## src/rtl/mem_arbiter.sv

```systemverilog
// mem_arbiter: shares one single-port memory between fetch and load/store.
// Data has priority; a starvation counter bounds how long a fetch waits.
module mem_arbiter #(
  parameter int ADDR_W       = 32,
  parameter int DATA_W       = 32,
  parameter int STARVE_LIMIT = 4,
  parameter int TIMEOUT      = 255
) (
  input  logic              clk,
  input  logic              rst,
  input  logic              inst_req,
  input  logic [ADDR_W-1:0] inst_addr,
  input  logic [DATA_W/8-1:0] inst_mask,
  output logic              inst_valid,
  output logic [DATA_W-1:0] inst_rdata,
  input  logic              data_req,
  input  logic              data_we_re,
  input  logic [ADDR_W-1:0] data_addr,
  input  logic [DATA_W-1:0] data_wdata,
  input  logic [DATA_W/8-1:0] data_mask,
  output logic              data_valid,
  output logic [DATA_W-1:0] data_rdata,
  output logic              mem_req,
  output logic              mem_we,
  output logic [ADDR_W-1:0] mem_addr,
  output logic [DATA_W-1:0] mem_wdata,
  output logic [DATA_W/8-1:0] mem_mask,
  input  logic              mem_ack,
  input  logic [DATA_W-1:0] mem_rdata,
  output logic              bus_err
);

  localparam int MW = DATA_W / 8;
  localparam int TW = $clog2(TIMEOUT + 1);
  localparam int SW = $clog2(STARVE_LIMIT + 1);
  localparam logic [TW-1:0] TO_MAX = TW'(TIMEOUT);
  localparam logic [SW-1:0] ST_MAX = SW'(STARVE_LIMIT);

  typedef enum logic [1:0] {
    IDLE,
    INST_BUSY,
    DATA_BUSY
  } state_t;

  state_t            state_q;
  logic              mem_req_q;
  logic              mem_we_q;
  logic [ADDR_W-1:0] mem_addr_q;
  logic [DATA_W-1:0] mem_wdata_q;
  logic [MW-1:0]     mem_mask_q;
  logic              inst_valid_q;
  logic              data_valid_q;
  logic [DATA_W-1:0] inst_rdata_q;
  logic [DATA_W-1:0] data_rdata_q;
  logic              bus_err_q;
  logic [TW-1:0]     tmo_q;
  logic [SW-1:0]     starve_q;
  logic [SW-1:0]     starve_d;

  logic inst_elig;
  logic data_elig;
  logic starved;
  logic idle;
  logic grant_d;
  logic grant_i;

  // A requester whose valid is high is still holding its finished request.
  // A held data request shadowed by its own valid still outranks fetch,
  // so back-to-back data traffic only yields once the fetch is starved.
  always_comb begin
    inst_elig = inst_req & ~inst_valid_q;
    data_elig = data_req & ~data_valid_q;
    starved   = (starve_q == ST_MAX);
    idle      = (state_q == IDLE);
    grant_d   = idle & data_elig & (~inst_elig | ~starved);
    grant_i   = idle & ~grant_d & inst_elig & (~data_req | starved);
  end

  // Starvation count: data grants taken while a fetch is pending.
  always_comb begin
    starve_d = starve_q;
    if (!inst_req) begin
      starve_d = '0;
    end else if (grant_i) begin
      starve_d = '0;
    end else if (grant_d && !starved) begin
      starve_d = starve_q + SW'(1);
    end
  end

  // Arbitration FSM with registered memory-side and completion outputs.
  always_ff @(posedge clk or posedge rst) begin
    if (rst) begin
      state_q      <= IDLE;
      mem_req_q    <= 1'b0;
      mem_we_q     <= 1'b0;
      mem_addr_q   <= '0;
      mem_wdata_q  <= '0;
      mem_mask_q   <= '0;
      inst_valid_q <= 1'b0;
      data_valid_q <= 1'b0;
      inst_rdata_q <= '0;
      data_rdata_q <= '0;
      bus_err_q    <= 1'b0;
      tmo_q        <= '0;
      starve_q     <= '0;
    end else begin
      inst_valid_q <= 1'b0;
      data_valid_q <= 1'b0;
      bus_err_q    <= 1'b0;
      starve_q     <= starve_d;
      unique case (state_q)
        IDLE: begin
          if (grant_d) begin
            state_q     <= DATA_BUSY;
            mem_req_q   <= 1'b1;
            mem_we_q    <= data_we_re;
            mem_addr_q  <= data_addr;
            mem_wdata_q <= data_wdata;
            mem_mask_q  <= data_mask;
            tmo_q       <= '0;
          end else if (grant_i) begin
            state_q     <= INST_BUSY;
            mem_req_q   <= 1'b1;
            mem_we_q    <= 1'b0;
            mem_addr_q  <= inst_addr;
            mem_wdata_q <= '0;
            mem_mask_q  <= inst_mask;
            tmo_q       <= '0;
          end
        end
        INST_BUSY, DATA_BUSY: begin
          if (mem_ack) begin
            state_q   <= IDLE;
            mem_req_q <= 1'b0;
            if (state_q == INST_BUSY) begin
              inst_valid_q <= 1'b1;
              inst_rdata_q <= mem_rdata;
            end else begin
              data_valid_q <= 1'b1;
              data_rdata_q <= mem_we_q ? '0 : mem_rdata;
            end
          end else if (tmo_q == TO_MAX) begin
            state_q   <= IDLE;
            mem_req_q <= 1'b0;
            bus_err_q <= 1'b1;
            if (state_q == INST_BUSY) begin
              inst_valid_q <= 1'b1;
              inst_rdata_q <= '0;
            end else begin
              data_valid_q <= 1'b1;
              data_rdata_q <= '0;
            end
          end else begin
            tmo_q <= tmo_q + TW'(1);
          end
        end
        default: state_q <= IDLE;
      endcase
    end
  end

  assign mem_req    = mem_req_q;
  assign mem_we     = mem_we_q;
  assign mem_addr   = mem_addr_q;
  assign mem_wdata  = mem_wdata_q;
  assign mem_mask   = mem_mask_q;
  assign inst_valid = inst_valid_q;
  assign inst_rdata = inst_rdata_q;
  assign data_valid = data_valid_q;
  assign data_rdata = data_rdata_q;
  assign bus_err    = bus_err_q;

endmodule

```

## config.mk

```make
export PLATFORM = sky130hd
export DESIGN_NAME = mem_arbiter
export DESIGN_NICKNAME = d
export VERILOG_FILES = /design/src/rtl/mem_arbiter.sv
export SDC_FILE = /design/constraint.sdc
export NUM_CORES = 1
export LEC_CHECK = 0
export BUFFER_PORTS_ARGS = -buffer_cell sky130_fd_sc_hd__buf_2
export CORE_MARGIN = 4
export CORE_UTILIZATION = 48
export DETAILED_ROUTE_END_ITERATION = 7
export PLACE_DENSITY = 0.8
export RECOVER_POWER = 100
export SKIP_LAST_GASP = 1
export SLEW_MARGIN = 5
export SYNTH_ARGS = -nofsm -noshare
export SYNTH_HDL_FRONTEND = slang
export SYNTH_SLANG_ARGS = --single-unit
export TNS_END_PERCENT = 1
```

## constraint.sdc

```tcl
create_clock -name clk -period 5 [get_ports clk]
set_input_delay 0 -clock clk [delete_from_list [all_inputs] [get_ports clk]]
set_output_delay 0 -clock clk [all_outputs]
set_load 0.005 [all_outputs]
```

# == Yosys cells after proc, flatten, opt, wreduce, memory -nomap -nowiden ==
# Cells that the tools add are included.
# word_totals
ff_bits,150
latchBits,0
ram_bits,0
romBits,0
inputBits,142
output_inout_bits,137
word_cells,99
memories,0
# op_classes
n_addsub,2
n_mul,0
n_div,0
order_cmp,0
eq_ne,9
n_shift,0
n_mux,46
bitwise_logic,16
n_reduce_logical,13
# op_table
cell,n
$mux 32,13
$mux 8,4
$mux 1,17
$pmux 8 s2,1
$mux 3,3
$reduce_and 3->1,3
$add 8x1->8 const B,1
$eq 8x8->1 const B,1
$mux 2,4
$mux 4,2
$and 1x1->1,7
$not 1->1,7
$ne 3x1->1 const B,2
$reduce_bool 2->1,3
$ne 2x2->1 const B,2
$pmux 2 s2,1
$reduce_and 2->1,2
$reduce_and 4->1,1
$add 3x1->3 const B,1
$eq 3x3->1 const B,1
$ne 3x3->1 const B,1
$eq 2x1->1 const B,1
$eq 2x2->1 const B,1
$logic_not 2->1,1
other kinds (5),6

# == Longest topological paths before layout ==
# logic_depth
ltp_word,12
mapped_depth,8
depth_no_buf,6

# == Worst setup path before layout ==
# Ideal clock, no wire load.
# synth_path
kind,flip-flop to flip-flop
from,register starve_q[0]
to,"register mem_addr_q[0], in the netlist mem_addr[0]"
setup_ps,125
t_arrival_ps,1863
t_required_ps,4875
setup_slack_ps,3012
path_stages_with_launch,8
path_buffers,1
synth_period_minus_slack_ps,1988
path_cell_list,dfrtp_1 > inv_1 > ha_1 > nand2_1 > o211ai_2 > buf_2 > mux2_2 > mux2_2
# synth_between
elab_chain_len,10
word_cells_on_any_way,12
classes_between,1 x eq/ne; 1 x mux; 8 x bitwise; 2 x reduce/logical
# synth_lines
element,line_no,rtl
"start, declared",57,logic [SW-1:0] starve_q;
"start signal, assigned",111,starve_q <= starve_d;
$eq 3x3->1 *,73,starved = (starve_q == ST_MAX);
$not 1->1,75,grant_d = idle & data_elig & (~inst_elig | ~starved);
$or 1x1->1,75,
$and 1x1->1,75,
$not 1->1,76,grant_i = idle & ~grant_d & inst_elig & (~data_req | starved);
$and 1x1->1 (3 in a row),76,
$reduce_bool 2->1 (no source line),n/a,
$reduce_and 2->1 (no source line),n/a,
"end signal, assigned",118,mem_addr_q <= data_addr;
"end signal, assigned",126,mem_addr_q <= inst_addr;
"end, declared",48,logic [ADDR_W-1:0] mem_addr_q;
# Every way passes the cells marked *; elsewhere a longest branch is shown, timed or not.
# A chain may end at the register's enable or synchronous reset.

# == Worst setup path after layout ==
# layout_path
from,register tmo_q[0]
to,"register inst_rdata_q[24], in the netlist inst_rdata[24]"
# layout_between
elab_chain_len,3
# layout_lines
element,line_no,rtl
"start, declared",56,logic [TW-1:0] tmo_q;
"start signal, assigned",155,tmo_q <= tmo_q + TW'(1);
$eq 8x8->1,143,end else if (tmo_q == TO_MAX) begin
$reduce_bool 2->1 (no source line),n/a,
$reduce_and 3->1 (no source line),n/a,
"end signal, assigned",138,inst_rdata_q <= mem_rdata;
"end, declared",53,logic [DATA_W-1:0] inst_rdata_q;
# Every way passes these cells.

==> qor.yml <==
clockBufferDepth: 2
synth.top_cells.by_area: "dfrtp_1 57%, mux2_2 17%, mux2i_1 5.0%, a22o_1 4.6%, inv_1 2.4%"
stdcell_area_sq_mm: 0.0101
start_util_pct: 49.5
clock_latency_ns: 0.42
crit_chain: "ha_1 > inv_1 > o31a_1 > nor2_1 > clkbuf_1 > mux2i_1"
hold_buffers: 139
setup-tns-final_ns: 0
crit_path_start_kind: "flop"
slew_viol_final: 181
yosysSeqAreaShare_pct: 56.5
rsz0062_at_grt: "false"
first_iter_violations: 431
grt_overflow_total: 0
hold_class: "in -> reg"
status: "finished with violations"
die_area_sq_mm: 0.0158
peakVddDrop_mv: 0.315
min_period_ns: 3.74
synth_top_area_share_pct: 56.5
syn-num-nets: 680
postCtsSetupBuffers: 0
critPathArrivalTime_ns: 3.96
grt_start_max_net_pins: 105
cts_num_sinks: 150
p_leak_nw: 4.79
p_total_mw: 5.56
ys_ff_latch: 150
grt_usage_pct: 28.2
fin_nets: 1095
io_buffers: 278
drc_errors: 0
gp_congestion: 0.829
synth_top_family_by_area: "multiplexers"
clk_pin_slew_ns: 0.06
synth_adder_area_share_pct: 1.13
drive_gt1_share_pct: 33.3
core_sq_mm: 0.0134
die_x_um: 126
grt_use_met2_pct: 48.9
hold-worst-slack_ns: 0.202
ys_types: 46
viasPerCell: 5.23
met1_usage_pct: 32.7
max_stage_delay_ns: 1.47
synth_top_cell_by_area: "dfrtp_1"
synth.avg_cell_area_sq_um: 12.5
violations: "max-capacitance violations, max-slew violations"
slew_headroom_pct: -62.0
antenna_found_initial: 3
multiInputGateArea_sq_mm: 0.00259
root_buffer: "clkbuf_16"
fp-row-count: 42
fin_skew_ns: 0.0122
fin_util_pct: 75.0
synthCells: 532
endpoint_kind: "flop"
grt_pass1_vias: 6524
synth_compound_area_share_pct: 7.75
grt_first_pass_wirelength_um: 35200
setup_viol: 0
drtAntennaViolNets: 0
use_met3_pct: 7.42
syn_area_sq_mm: 0.00664
fin_ws_ns: 1.26
cts_tree: "yes"
cts_resized: 0
powerDensity_mw_per_mm2: 553
totalWireLength_um: 22000
path_max_fanout: 26
cts.htree.levels: 4
hpwlAfterDp_um: 12100
dpl_cell_area_sq_mm: 0.00819
synth_edf_count: 0
hold_viol: 0
dp.cells: 965
synth_ff_type: "dfrtp_1"
max_clock_freq_mhz: 268
synthSimpleGateAreaFrac_pct: 6.90
cap_violations: 5
slowest_stage: "clkbuf_1"
ioPinCount: 279
cts_made_buffers: 17
required_ns: 5.22
muxShareOfSynthArea_pct: 22.8
final_cells: 1139
die_height_um: 126
ff_latch_area_sq_mm: 0.00375
fillers: 854
async_reset_ff_share_pct: 100
post_drt_wl_per_cell_um: 19.4
grt_busiest_layer: "met2"
dp_slack_ns: 2.27
vias: 5956
syn2layout_area_growth_pct: 51.5
finalCritPeriodShare_pct: 74.8
dr.pass1.iters: 4
ys_warn_count: 0
tightest_slew_ns: 2.43
synth_xor_area_share_pct: 0.264
crit_type: "reg -> reg"
==> report_power, final <==
group | internal, mW | switching, mW
Clock | 0.838 | 0.516
Sequential | 1.72 | 0.311
Combinational | 1.10 | 1.07
Total | 3.67 | 1.90
==> placed cells by master, fill, tap and decap left out, types with 17 or more instances in the layout <==
master	Yosys	final
nor2_1	39	40
clkbuf_1	13	101
mux2i_1	33	33
inv_1	42	41
a22o_1	35	35
dfrtp_1	150	150
dlygate4sd3_1	0	139
clkbuf_16	0	17
mux2_2	103	99
nand2_1	40	40
buf_2	9	182
==> path summary, 6_finish.rpt <==
kind,from,to,slack [ns],cells past startpoint
max,tmo_q[0],inst_rdata[24],1.26,6
min,mem_ack,inst_rdata[8],0.20,3
max reg2reg,tmo_q[0],inst_rdata[24],1.26,6
min reg2reg,data_rdata[26],data_rdata[26],0.49,1
max in group asynchronous,rst,inst_rdata[12],1.78,4
min in group asynchronous,rst,mem_wdata[22],0.35,3
==> synth_stat cells, types with 2 or more instances <==
library cell	instances
nand3_1	4
nand4_1	2
mux2_1	2
a21oi_1	3
mux2i_1	33
buf_4	3
dfrtp_1	150
nand2b_1	3
buf_2	9
ha_1	6
nor2_1	39
mux2_2	103
buf_6	3
o31ai_1	3
inv_1	42
o211ai_1	3
a211oi_1	2
a22o_1	35
a31oi_1	4
nand2_1	40
clkbuf_1	13
nor3_1	4
nand3b_1	2
o21ai_0	2
==> final cells by class <==
cell class / instances / share of cell area (%)
sequential: 150 / 37.3
timing repair buffer: 424 / 26.8
multi-input combinational: 312 / 25.7
clock buffer: 17 / 4.23
tap: 176 / 2.19
clock inverter: 15 / 2.03
inverter: 42 / 1.62
antenna: 3 / 0.0747
==> state kept, by name, summed over array words and instances, names as in the netlist <==
| name | flops |
|---|---|
| inst_valid | 1 |
| data_valid | 1 |
| mem_we | 1 |
| tmo_q | 8 |
| data_rdata | 32 |
| inst_rdata | 32 |
| mem_mask | 4 |
| starve_q | 3 |
| mem_wdata | 32 |
| bus_err | 1 |
| mem_req | 1 |
| mem_addr | 32 |
| state_q | 2 |
==> critical path: cells and delay by family, from the launching register on <==
family | cells | cell delay, ns
muxes | 1 | 0.23
DFF | 1 | 0.38
AOI/OAI and AO/OA | 1 | 0.38
buffers and inverters | 2 | 1.58
adders and majority gates | 1 | 0.27
and+or+nand+nor | 1 | 0.68
==> cell families after synthesis <==
kind of cell / count (synthesis)
and+or+nand+nor: 103
buffers and inverters: 70
muxes: 138
DFF: 150
xor gates and xnor gates: 2
adders and majority gates: 6
AOI/OAI and AO/OA: 63
==> layer usage <==
metal  part of all wire (%)  wire length (um)
met4                    4.1               913
met5                      0                 0
met2                     51             11100
met1                     38              8290
met3                    7.7              1690
(Power assumes the default switching activity.)
